--- src/rtl/uart_bus_master.sv ---
// UART debug bus master: turns W/R command frames into single-word bus accesses and replies over UART.
// Define UART_BUS_MASTER_CSUM_EN to add a trailing XOR checksum to command frames and read responses.
module uart_bus_master #(
    parameter int TIMEOUT_CYCLES = 1000000,
    parameter int TIMEOUT_W      = 20
) (
    input  logic        clk,
    input  logic        reset,
    input  logic [7:0]  rx_data,
    input  logic        rx_valid,
    output logic [7:0]  tx_data,
    output logic        tx_en,
    input  logic        tx_status,
    output logic        bus_rd,
    output logic        bus_wr,
    output logic [31:0] bus_addr,
    output logic [31:0] bus_wdata,
    input  logic [31:0] bus_rdata,
    output logic        active,
    output logic        err
);

    localparam logic [7:0] CMD_WRITE = 8'h57;
    localparam logic [7:0] CMD_READ  = 8'h52;
    localparam logic [7:0] BYTE_ACK  = 8'h4B;
    localparam logic [7:0] BYTE_UNK  = 8'h3F;
    localparam logic [7:0] BYTE_ERR  = 8'h45;

`ifdef UART_BUS_MASTER_CSUM_EN
    typedef enum logic [2:0] {IDLE, ADDR, DATA, CSUM, BUS, RESP} state_t;
    localparam state_t     FRAME_END   = CSUM;
    localparam logic [2:0] READ_LEN_M1 = 3'd4;
`else
    typedef enum logic [2:0] {IDLE, ADDR, DATA, BUS, RESP} state_t;
    localparam state_t     FRAME_END   = BUS;
    localparam logic [2:0] READ_LEN_M1 = 3'd3;
`endif

    typedef enum logic [1:0] {RESP_ACK, RESP_READ, RESP_UNK, RESP_ERR} resp_t;

    state_t                 state;
    state_t                 state_next;
    resp_t                  resp_kind;
    logic [1:0]             byte_cnt;
    logic                   is_write;
    logic [31:0]            addr_reg;
    logic [31:0]            data_reg;
    logic [31:0]            addr_full;
    logic [31:0]            data_full;
    logic [31:0]            rdata_reg;
    logic [2:0]             resp_idx;
    logic [2:0]             resp_len_m1;
    logic                   resp_last;
    logic                   tx_wait;
    logic                   status_meta;
    logic                   status_sync;
    logic [TIMEOUT_W-1:0]   timeout_cnt;
    logic                   counting;
    logic                   timeout_hit;
    logic                   field_done;
    logic                   err_next;
`ifdef UART_BUS_MASTER_CSUM_EN
    logic [7:0]             csum_acc;
    logic [7:0]             rdata_xor;

    assign rdata_xor = rdata_reg[31:24] ^ rdata_reg[23:16] ^ rdata_reg[15:8] ^ rdata_reg[7:0];
    assign counting  = (state == ADDR) || (state == DATA) || (state == CSUM);
`else
    assign counting  = (state == ADDR) || (state == DATA);
`endif

    // The byte arriving this cycle completes the field, so the full word is visible one cycle early.
    assign addr_full   = (state == ADDR) ? {addr_reg[23:0], rx_data} : addr_reg;
    assign data_full   = (state == DATA) ? {data_reg[23:0], rx_data} : data_reg;
    assign field_done  = rx_valid && (byte_cnt == 2'd3);
    assign timeout_hit = counting && !rx_valid
                         && (timeout_cnt == TIMEOUT_W'(TIMEOUT_CYCLES - 1));
    assign resp_len_m1 = (resp_kind == RESP_READ) ? READ_LEN_M1 : 3'd0;
    assign resp_last   = (resp_idx == resp_len_m1);

    always_ff @(posedge clk or negedge reset) begin
        if (!reset) begin
            state <= IDLE;
        end else begin
            state <= state_next;
        end
    end

    always_comb begin
        state_next = state;
        err_next   = 1'b0;
        bus_rd     = 1'b0;
        bus_wr     = 1'b0;
        tx_en      = 1'b0;
        active     = (state != IDLE);
        case (state)
            IDLE: begin
                if (rx_valid) begin
                    if ((rx_data == CMD_WRITE) || (rx_data == CMD_READ)) begin
                        state_next = ADDR;
                    end else begin
                        state_next = RESP;
                        err_next   = 1'b1;
                    end
                end
            end
            ADDR: begin
                if (timeout_hit) begin
                    state_next = IDLE;
                    err_next   = 1'b1;
                end else if (field_done) begin
                    state_next = is_write ? DATA : FRAME_END;
                end
            end
            DATA: begin
                if (timeout_hit) begin
                    state_next = IDLE;
                    err_next   = 1'b1;
                end else if (field_done) begin
                    state_next = FRAME_END;
                end
            end
`ifdef UART_BUS_MASTER_CSUM_EN
            CSUM: begin
                if (timeout_hit) begin
                    state_next = IDLE;
                    err_next   = 1'b1;
                end else if (rx_valid) begin
                    if (rx_data == csum_acc) begin
                        state_next = BUS;
                    end else begin
                        state_next = RESP;
                        err_next   = 1'b1;
                    end
                end
            end
`endif
            BUS: begin
                bus_rd     = !is_write;
                bus_wr     = is_write;
                err_next   = rx_valid;
                state_next = RESP;
            end
            RESP: begin
                tx_en    = !tx_wait;
                err_next = rx_valid;
                if (tx_wait && !status_sync && resp_last) begin
                    state_next = IDLE;
                end
            end
            default: state_next = IDLE;
        endcase
    end

    always_ff @(posedge clk or negedge reset) begin
        if (!reset) begin
            byte_cnt    <= '0;
            is_write    <= 1'b0;
            addr_reg    <= '0;
            data_reg    <= '0;
            rdata_reg   <= '0;
            bus_addr    <= '0;
            bus_wdata   <= '0;
            resp_kind   <= RESP_ACK;
            resp_idx    <= '0;
            tx_wait     <= 1'b0;
            status_meta <= 1'b0;
            status_sync <= 1'b0;
            timeout_cnt <= '0;
            err         <= 1'b0;
`ifdef UART_BUS_MASTER_CSUM_EN
            csum_acc    <= '0;
`endif
        end else begin
            status_meta <= tx_status;
            status_sync <= status_meta;
            err         <= err_next;
            if (rx_valid || !counting) begin
                timeout_cnt <= '0;
            end else begin
                timeout_cnt <= timeout_cnt + 1'b1;
            end
            // Bus address/data only change on the way into BUS so they hold between accesses.
            if (state_next == BUS) begin
                bus_addr <= addr_full & 32'hFFFF_FFFC;
                if (is_write) begin
                    bus_wdata <= data_full;
                end
            end
            case (state)
                IDLE: begin
                    if (rx_valid) begin
                        is_write  <= (rx_data == CMD_WRITE);
                        byte_cnt  <= '0;
                        resp_idx  <= '0;
                        tx_wait   <= 1'b0;
                        resp_kind <= RESP_UNK;
`ifdef UART_BUS_MASTER_CSUM_EN
                        csum_acc  <= rx_data;
`endif
                    end
                end
                ADDR: begin
                    if (rx_valid) begin
                        addr_reg <= addr_full;
                        byte_cnt <= byte_cnt + 2'd1;
`ifdef UART_BUS_MASTER_CSUM_EN
                        csum_acc <= csum_acc ^ rx_data;
`endif
                    end
                end
                DATA: begin
                    if (rx_valid) begin
                        data_reg <= data_full;
                        byte_cnt <= byte_cnt + 2'd1;
`ifdef UART_BUS_MASTER_CSUM_EN
                        csum_acc <= csum_acc ^ rx_data;
`endif
                    end
                end
`ifdef UART_BUS_MASTER_CSUM_EN
                CSUM: begin
                    if (rx_valid && (rx_data != csum_acc)) begin
                        resp_kind <= RESP_ERR;
                    end
                end
`endif
                BUS: begin
                    if (is_write) begin
                        resp_kind <= RESP_ACK;
                    end else begin
                        resp_kind <= RESP_READ;
                        rdata_reg <= bus_rdata;
                    end
                end
                RESP: begin
                    // Each byte: hold tx_en until the transmitter reports busy, then wait for it to drain.
                    if (!tx_wait) begin
                        if (status_sync) begin
                            tx_wait <= 1'b1;
                        end
                    end else if (!status_sync && !resp_last) begin
                        resp_idx <= resp_idx + 3'd1;
                        tx_wait  <= 1'b0;
                    end
                end
                default: ;
            endcase
        end
    end

    always_comb begin
        tx_data = 8'h00;
        if (state == RESP) begin
            case (resp_kind)
                RESP_ACK: tx_data = BYTE_ACK;
                RESP_UNK: tx_data = BYTE_UNK;
                RESP_ERR: tx_data = BYTE_ERR;
                default: begin
                    case (resp_idx)
                        3'd0:    tx_data = rdata_reg[31:24];
                        3'd1:    tx_data = rdata_reg[23:16];
                        3'd2:    tx_data = rdata_reg[15:8];
`ifdef UART_BUS_MASTER_CSUM_EN
                        3'd3:    tx_data = rdata_reg[7:0];
                        default: tx_data = rdata_xor;
`else
                        default: tx_data = rdata_reg[7:0];
`endif
                    endcase
                end
            endcase
        end
    end

endmodule
--- config.mk ---
export PLATFORM = sky130hd
export DESIGN_NAME = uart_bus_master
export DESIGN_NICKNAME = d
export VERILOG_FILES = /design/src/rtl/uart_bus_master.sv
export SDC_FILE = /design/constraint.sdc
export NUM_CORES = 1
export LEC_CHECK = 0
export BUFFER_PORTS_ARGS = -buffer_cell sky130_fd_sc_hd__buf_2
export CORE_MARGIN = 2
export CORE_UTILIZATION = 58
export CTS_BUF_LIST = sky130_fd_sc_hd__clkbuf_4 sky130_fd_sc_hd__clkbuf_8 sky130_fd_sc_hd__clkbuf_16
export CTS_CLUSTER_DIAMETER = 50
export DETAILED_ROUTE_END_ITERATION = 8
export PLACE_DENSITY_LB_ADDON = 0.1
export SETUP_SLACK_MARGIN = 0.1
export SYNTH_ARGS = -nofsm -noshare
export SYNTH_HDL_FRONTEND = slang
export SYNTH_SLANG_ARGS = --single-unit
--- constraint.sdc ---
create_clock -name clk -period 2.7 [get_ports clk]
set_input_delay 0.135 -clock clk [delete_from_list [all_inputs] [get_ports clk]]
set_output_delay 0.135 -clock clk [all_outputs]
set_load 0.05 [all_outputs]
# After elaboration in Yosys (flattened, before gate mapping)
# Index checks and enable logic that the tools add are counted.
# W data, S select, Z words.
[totals]
register_bits = 193
input_bits = 44
elab_cells = 109
[op_classes]
addsub = 3
eq_ne = 19
muxes = 38
bitwise_logic = 1
n_reduce_logical = 33
[ops]
columns = ["op", "count"]
rows = [
  ["$mux W32", 2],
  ["$pmux W8 S3", 2],
  ["$mux W3", 10],
  ["$add A20 B1 Y20 const B", 1],
  ["$eq A20 B20 Y1 const B", 1],
  ["$mux W20", 1],
  ["$eq A8 B7 Y1 const B", 2],
  ["$pmux W3 S5", 1],
  ["$reduce_and A2 Y1", 7],
  ["$eq A3 B2 Y1 const B", 4],
  ["$mux W1", 12],
  ["$mux W2", 4],
  ["$mux W8", 1],
  ["$pmux W2 S2", 2],
  ["$eq A2 B2 Y1 const B", 3],
  ["$eq A3 B1 Y1 const B", 2],
  ["$logic_and A1 B1 Y1", 6],
  ["$logic_not A1 Y1", 6],
  ["$logic_not A3 Y1", 2],
  ["$ne A2 B2 Y1 const B", 3],
  ["$pmux W3 S2", 1],
  ["$reduce_bool A2 Y1", 3],
  ["$reduce_and A4 Y1", 1],
  ["$reduce_or A2 Y1", 2],
  ["13 further kinds", 15],
]

# Depth between registers and ports, before layout
# Gate-level depths: netlist of the first run.
[depth]
ltp_word = 8
mapped_depth = 9

# Worst setup path before layout of the first run
# OpenSTA, ideal clock, no wires.
[synth_timing]
kind = "flip-flop to output port"
start = "register resp_idx[0]"
end = "output port tx_data[6]"
t_arrival_ns = 2.638
slack_ns = -0.073
path_stages_with_launch = 9
path_buffers = 2
path_cell_list = "dfrtp_1 inv_1 ha_1 clkbuf_1 nor3_1 or2_2 clkbuf_1 a21oi_1 a211oi_1"
[synth_between]
elab_chain_len = 4
word_cells_on_any_way = 6
cone_classes = "eq/ne: 2; mux: 3; reduce/logical: 1"
[synth_lines]
columns = ["element", "line", "rtl"]
rows = [
  ["from (decl)", "51", "logic [2:0] resp_idx;"],
  ["from (signal assigned)", "243", "resp_idx <= resp_idx + 3'd1;"],
  ["$eq A3 B2 Y1 (tied with other cells)", "260", "case (resp_idx)"],
  ["$pmux W8 S3 *", "260", ""],
  ["$pmux W8 S3 *", "255", "case (resp_kind)"],
  ["$mux W8 *", "254", "if (state == RESP) begin"],
  ["to (decl)", "11", "output logic [7:0] tx_data,"],
]
# Mark *: on every way between the ends. The rest lies on a longest branch, timed or not.

# Worst setup path after layout of the first run
[layout_timing]
start = "register resp_idx[1]"
end = "output port tx_data[7]"
# Same word-level chain as after synthesis.

==> results of run 1 <==
-- through the flow --
step / utilization, % / instance area (sq um) / setup slack (ns) / instances
2_1_floorplan: - / 8830 / 0.354 / 670
4_1_cts: 70.8 / 10600 / 0.131 / 1023
6_report: 70.8 / 10700 / 0.254 / 1023
3_3_place_gp: 64.3 / 9660 / 0.470 / 953
3_5_place_dp: 64.3 / 9660 / 0.380 / 953
5_1_grt: 70.8 / 10700 / 0.107 / 1023
-- power by group through the flow --
stage	Clock, mW	Sequential [mW]	Combinational, mW
floorplan	0	3.04	0.469
global placement	0	3.08	0.677
detailed placement	0	3.08	0.692
CTS	2.61	3.03	0.738
global route	2.74	3.04	0.809
finish	2.57	3.03	0.744
-- cell families (layout without fill, tap and decap cells) --
logic type / after synthesis / in the layout / share of synthesized area [%]
XOR/XNOR: 16 / 16 / 1.59
AO/OA/AOI/OAI: 60 / 60 / 4.27
flip-flops: 193 / 193 / 54.8
buffers and inverters: 48 / 213 / 2.51
multiplexers: 221 / 221 / 28.2
adder cells (fa/ha/maj): 10 / 10 / 1.42
other: 1 / 2 / 0.0425
AND/OR/NAND/NOR: 120 / 120 / 7.17
-- per-layer routing --
layer  track usage [%]  routed length, microns  vias up
li1                  -                       -     2704
met1              29.8                    7900     2924
met2              36.1                    8450      109
met3              4.98                     608       20
met4              7.82                     295        0
met5                 0                       0        -
-- repair_timing --
| item | CTS | global route |
|---|---|---|
| hold buffers | 38 | 0 |
| setup endpoints to repair | 0 | 5 |
| hold endpoints to repair | 107 | 0 |
| resized for setup | 0 | 3 |
-- how the worst min path moves through the flow --
stage,from,to,slack (ns),depth (start not counted)
2_1_floorplan,reset,addr_reg[0],-0.16,0
3_3_place_gp,reset,rdata_reg[21],0.18,1
3_5_place_dp,reset,rdata_reg[21],0.19,1
4_1_cts,rx_data[3],addr_reg[3],0.004,2
5_1_grt,rx_data[3],data_reg[3],0.01,2
6_report,rx_data[3],addr_reg[3],0.02,2
-- cell usage in the layout, fill, tap and decap left out, types with 6 or more instances in the layout --
cell type	synthesis	routed
o21ai_0	22	22
dlygate4sd3_1	0	38
buf_2	9	117
or3_1	8	8
dfrtp_1	193	193
mux2_1	30	30
a21oi_1	18	18
clkbuf_16	0	17
nand3_1	8	8
a222oi_1	9	9
buf_4	2	10
nand2b_1	6	6
nor2_1	36	32
nand2_1	22	22
xor2_1	11	11
mux2_2	190	190
ha_1	10	7
nand4_1	6	6
inv_1	11	11
-- worst register-to-register path, stage by stage (launching register included) --
cell and delay, ns:
dfrtp_1 0.44, nor4b_1 0.52, nand3b_1 0.20, o211ai_1 0.41, nor2_2 0.07, buf_4 0.26, mux2_2 0.33
-- layout make-up --
| class | instances | area [sq um] | area share [%] |
|---|---|---|---|
| repair buffers | 170 | 1130 | 10.7 |
| inverters | 11 | 41.3 | 0.388 |
| clock buffers | 18 | 439 | 4.12 |
| clock inverters | 14 | 164 | 1.54 |
| flip-flops and latches | 193 | 4830 | 45.3 |
| multi-input cells | 429 | 3810 | 35.7 |
| well taps | 188 | 235 | 2.21 |
==> metrics.log, run 1 <==
INFO  metric numPortBuffers = about 120
INFO  metric num_vias = ~5800
INFO  metric regToRegSetupSlack = around 0.36 ns
INFO  metric postSynthAreaPerCell = between 10 and 15 sq um
INFO  metric maximum_number_of_pins_on_one_net_before_global_route_repair = roughly 70
INFO  metric top_level_ports = roughly 120
INFO  metric share_of_synthesized_flip_flops_with_an_asynchronous_set_or_reset = 100%
INFO  metric drt_iter0_markers = slightly above 300
INFO  metric r2r_cells = 6
INFO  metric crit_start = resp_idx[1]
INFO  metric critical_path.top_delay_family = simple AND/OR/NAND/NOR gates
INFO  metric placeableCoreArea = roughly 15000 sq um
INFO  metric outcome = finished clean
INFO  metric finalHoldViolCount = 0
INFO  metric cts_setup_buffers = 0
INFO  metric dieWidth = 127 microns
INFO  metric crit_buf_inv = 2
INFO  metric ys_dominant_reg_cell = dfrtp_1
INFO  metric tritoncts = built
INFO  metric floorplan.initialDensity = about 59%
INFO  metric min_path_type = in -> reg
INFO  metric largest_cells_by_area_after_synthesis = dfrtp_1 (55%), mux2_2 (24%), mux2_1 (3.8%)
INFO  metric synth_sequential_area_ratio = ~55%
INFO  metric worstPathMaxFanout = 9
INFO  metric p_comb_share = about an eighth
INFO  metric num-fill-cells = 1051
INFO  metric drt-total-wl = ~17000 microns
INFO  metric antenna_found_initial = 0
INFO  metric grt.overflow.total = 0
INFO  metric netlist_instances = 669
INFO  metric worst_path_required_time = between 2 and 3 ns
INFO  metric worstSetupStartpointType = register
INFO  metric synth_top_cells_by_count = dfrtp_1 (193), mux2_2 (190), nor2_1 (36), mux2_1 (30), clkbuf_1 (23)
INFO  metric fin_nets = between 800 and 900
INFO  metric final-setup-viol-count = 0
INFO  metric worst_hold_slack = a little under 0.02 ns
INFO  metric clkSlewWorstSetupHoldPaths = ~0.070 ns
INFO  metric max_freq = 409 MHz
INFO  metric number_of_standard_cell_rows_in_the_floorplan = 45
INFO  metric power.switching_fraction = approximately a quarter
INFO  metric vdd_ir_drop_max = 459 uV
INFO  metric clock_tree_sinks = slightly below 200
INFO  metric place_congestion = between 0.8 and 0.9
INFO  metric number_of_synthesized_flops_with_an_enable_pin = 0
INFO  metric cp-end-kind = primary output
INFO  metric post-route-min-period = about 2.4 ns
INFO  metric ff_latch_count_synth = slightly below 200
INFO  metric p_leak = ~5.4 nW
INFO  metric post_drt_wl_per_cell = between 15 and 20 microns
INFO  metric cpMaxStageDelayCell = dfrtp_1
INFO  metric finClkSkew = approximately 0.0095 ns
INFO  metric final_min_period_over_clock_period = 90.6%
INFO  metric internal_dissipation = about 4.7 mW
INFO  metric dp.final_hpwl = between 10000 and 15000 microns
INFO  metric synth_cell_types = 45
INFO  metric worstReg2RegStart = timeout_cnt[12]
INFO  metric drive_above_1_share = 43.8%
INFO  metric mappedNetlistArea = a little under 9000 sq um
INFO  metric arrival = about 2.3 ns
INFO  metric clk_latency = 0.43 ns
INFO  metric slew_headroom = between 50% and 60%
INFO  metric die_h = between 100 and 150 microns
INFO  metric cts_inserted_buffers = 17
INFO  metric viasPerCell = around 5.6
INFO  metric power_switching = 1.67 mW
INFO  metric design.die.area = around 16000 sq um
INFO  metric pnr_total_power = 6.34 mW
INFO  metric cts.htree.levels = 4
INFO  metric drt_pass1_iterations = 4
INFO  metric yosysWarnings = 0
INFO  metric worstMarginPinSlew = about 0.74 ns
INFO  metric fin_tns_setup = 0 ns
INFO  metric antenna_cells_inserted = 0
INFO  metric synth.top_cell.area_share = around 55%
INFO  metric worst_r2r_endpoint = bus_addr[31]
INFO  metric timing.critical_path.depth = 8
INFO  metric critical-path-max-stage-delay = 0.44 ns
INFO  metric power_frac_clock = around two fifths
INFO  metric gr-usage-all-layers = about 22%
INFO  metric cts_buffer_depth = 2
INFO  metric worst_setup_path_endpoint = tx_data[7]
INFO  metric ratio_of_total_power_to_cell_area = a little under 600 nW/um^2
INFO  metric route.antenna.remaining_nets = 0
INFO  metric first_global_vias = between 5000 and 6000
INFO  metric synthMostInstantiatedCell = dfrtp_1
INFO  metric seq_power_share = a little under half
INFO  metric timing.final.max_slew_violations = 0
INFO  metric timing_worst_setup_path_type = reg -> out
INFO  metric grt_pass1_wl = approximately 29000 microns
INFO  metric area_delta_synth_final = 20.8%
INFO  metric unrepaired_setup_endpoints_after_global_routing = no
INFO  metric drc_errors = 0
INFO  metric post-synth-top-area-cell = dfrtp_1
INFO  metric maxCapViolCount = 0
INFO  metric crit_path_cell_trace = inv_1 -> ha_2 -> nor3_1 -> or2_2 -> nand2_1 -> o21ai_0 -> and3_1 -> buf_2
INFO  metric cts.root.buffer_cell = clkbuf_16
(Power assumes the default switching activity.)
==> inputs of run 2 (changes only) <==
Settings changed: CELL_PAD_IN_SITES_DETAIL_PLACEMENT from default to 1, CELL_PAD_IN_SITES_GLOBAL_PLACEMENT from default to 2, CORE_UTILIZATION 58 to 40.
==> run 2 against run 1 <==
Design area increased by 1.1%. Largest cell class unchanged. Register-to-register slack barely moved. Global-route usage down 4.4 points. Via count increased by 1.1%. Sequential share of layout area down 0.46 points. Die area rose by 43%. First-iteration DRC count fell by 34%. Sequential power barely moved. Worst setup slack got worse by 0.062 ns.
==> metrics.log, run 2 (synthesis gave the netlist of run 1 again) <==
INFO  metric finalHoldViolCount = 0
INFO  metric fin_tns_setup = 0 ns
INFO  metric hold_path_startpoint = rx_data[6]
INFO  metric unrepaired_setup_endpoints_after_global_routing = yes
INFO  metric top_level_ports = ~120
INFO  metric drt_pass1_iterations = 5
INFO  metric worstMarginPinSlew = between 0.8 and 0.9 ns
INFO  metric die_h = 152 microns
INFO  metric vdd_ir_drop_max = roughly 340 uV
INFO  metric worst_hold_slack = about 0.033 ns
INFO  metric critical-path-max-stage-delay = between 0.4 and 0.5 ns
INFO  metric max_freq = ~400 MHz
INFO  metric viasPerCell = between 5 and 6
INFO  metric ratio_of_total_power_to_cell_area = about 590 nW/um^2
INFO  metric grt_pass1_wl = roughly 34000 microns
INFO  metric holdPathEnd = data_reg[6]
INFO  metric pnr_total_power = between 6 and 7 mW
INFO  metric min_path_type = in -> reg
INFO  metric place_congestion = approximately 0.8
INFO  metric clk_latency = between 0.4 and 0.5 ns
INFO  metric post-route-min-period = roughly 2.5 ns
INFO  metric post_drt_wl_per_cell = roughly 18 microns
INFO  metric critical_path.top_delay_family = simple AND/OR/NAND/NOR gates
INFO  metric placeableCoreArea = 21800 sq um
INFO  metric worst_r2r_endpoint = bus_addr[5]
INFO  metric floorplan.initialDensity = between 40% and 50%
INFO  metric antenna_cells_inserted = 0
INFO  metric final_min_period_over_clock_period = between 90% and 100%
INFO  metric final_instance_count_excl_fillers = roughly 1100
INFO  metric cp-end-kind = primary output
INFO  metric p_leak = approximately 5.4 nW
INFO  metric timing.final.max_slew_violations = 0
INFO  metric number_of_standard_cell_rows_in_the_floorplan = 54
INFO  metric arrival = ~2.4 ns
INFO  metric cts.htree.levels = 4
INFO  metric crit_buf_inv = 2
INFO  metric final_cell_mix = mux2_2 (190), dfrtp_1 (190), buf_2 (116)
INFO  metric groute.layer.met2.usage = between 20 and 30%
INFO  metric drc_errors = 0
INFO  metric maxCapViolCount = 0
INFO  metric slew_headroom = 44.2%
INFO  metric timing_worst_setup_path_type = reg -> out
INFO  metric drt-total-wl = approximately 20000 microns
INFO  metric met3_usage = 3.58%
INFO  metric dieWidth = ~150 microns
INFO  metric cpMaxStageDelayCell = dfrtp_2
INFO  metric cts_buffer_depth = 2
INFO  metric dp.final_hpwl = 13200 microns
INFO  metric maximum_number_of_pins_on_one_net_before_global_route_repair = just over 70
INFO  metric cts_inserted_buffers = 17
INFO  metric r2r_cells = 6
INFO  metric globalRoute.busiestLayer = met2
INFO  metric worstReg2RegStart = state[1]
INFO  metric place_inst = 1045
INFO  metric route.antenna.remaining_nets = 0
INFO  metric cts_setup_buffers = 0
INFO  metric finClkSkew = approximately 0.011 ns
INFO  metric met1_use_gr = between 20 and 25%
INFO  metric outcome = finished clean
INFO  metric tritoncts = built
INFO  metric worst_path_required_time = approximately 2.6 ns
INFO  metric min_path_cells = 2
INFO  metric first_global_vias = 6453
INFO  metric grt.overflow.total = 0
INFO  metric fin_nets = between 800 and 900
INFO  metric gr-usage-all-layers = between 10% and 20%
INFO  metric design.die.area = approximately 23000 sq um
INFO  metric num_vias = between 5000 and 6000
INFO  metric area_delta_synth_final = 22.1%
INFO  metric cts.root.buffer_cell = clkbuf_16
INFO  metric regToRegSetupSlack = approximately 0.36 ns
INFO  metric clkSlewWorstSetupHoldPaths = 0.07 ns
INFO  metric clock_tree_sinks = between 150 and 200
INFO  metric final-setup-viol-count = 0
INFO  metric drt_iter0_markers = just over 200
INFO  metric drive_above_1_share = between 40% and 50%
INFO  metric numPortBuffers = ~120
INFO  metric antenna_found_initial = 0
INFO  metric worstSetupStartpointType = register
INFO  metric crit_path_cell_trace = inv_1 -> ha_4 -> nor3_1 -> or2_2 -> nand2_1 -> o21ai_0 -> and3_1 -> buf_2
INFO  metric worstPathMaxFanout = 9
[run 2: cell count changes in the layout (fill, tap and decap cells not counted), sizes merged]
cell,previous run,this run
dlygate4sd3,38,39
clkinv,7,2
bufinv,3,0
inv,12,20
buf,131,130
clkbuf,19,20
[run 2: worst reg2reg max path, stage by stage (launching register included)]
cell and delay [ns]:
dfrtp_1 0.50, nand2b_1 0.35, o21ai_0 0.24, o211ai_1 0.23
nor2_2 0.16, buf_4 0.37, mux2_2 0.39
[run 2: where the power goes]
part	internal, mW	switching [mW]	leakage [nW]
sequential	2.94	0.0933	2.66
clock	1.24	1.23	0.274
combinational	0.282	0.554	2.45
total	4.47	1.87	5.39
[run 2: through the flow]
step / utilization [%] / setup slack [ns] / area, sq um
6_report: 49.5 / 0.192 / 10800
5_1_grt: 49.5 / 0.0693 / 10800
4_1_cts: 49.3 / 0.147 / 10700
3_5_place_dp: 44.9 / 0.270 / 9760
3_3_place_gp: 44.9 / 0.360 / 9760
2_1_floorplan: - / 0.354 / 8830
[run 2: cell type report]
class,instances,area (sq um)
fill,2256,11000
timing repair buffer,171,1130
multi-input combinational,429,3840
clock buffer,18,433
sequential,193,4830
clock inverter,14,139
inverter,11,41.3
tap,280,350
[run 2: per-layer routing]
layer	vias up	routed length [microns]	part of all wire, %
met5	-	0	0
met4	0	188	0.94
met3	14	782	3.9
met2	112	9720	49
met1	2988	9280	46
li1	2706	-	-
[run 2: worst max path at each step]
stage	from	end	slack [ns]	depth (start not counted)
2_1_floorplan	resp_idx[0]	tx_data[0]	0.35	8
3_3_place_gp	state[0]	bus_addr[11]	0.36	6
3_5_place_dp	state[0]	bus_addr[22]	0.27	6
4_1_cts	resp_idx[0]	tx_data[7]	0.15	8
5_1_grt	resp_idx[0]	tx_data[7]	0.07	8
6_report	resp_idx[0]	tx_data[7]	0.19	8
[run 2: timing repair]
| item | CTS | global route |
|---|---|---|
| resized for setup | 3 | 7 |
| pin swaps | 0 | 0 |
| endpoints found under the hold margin | 108 | 0 |
| hold buffers | 39 | 0 |
| endpoints found under the setup margin | 2 | 32 |
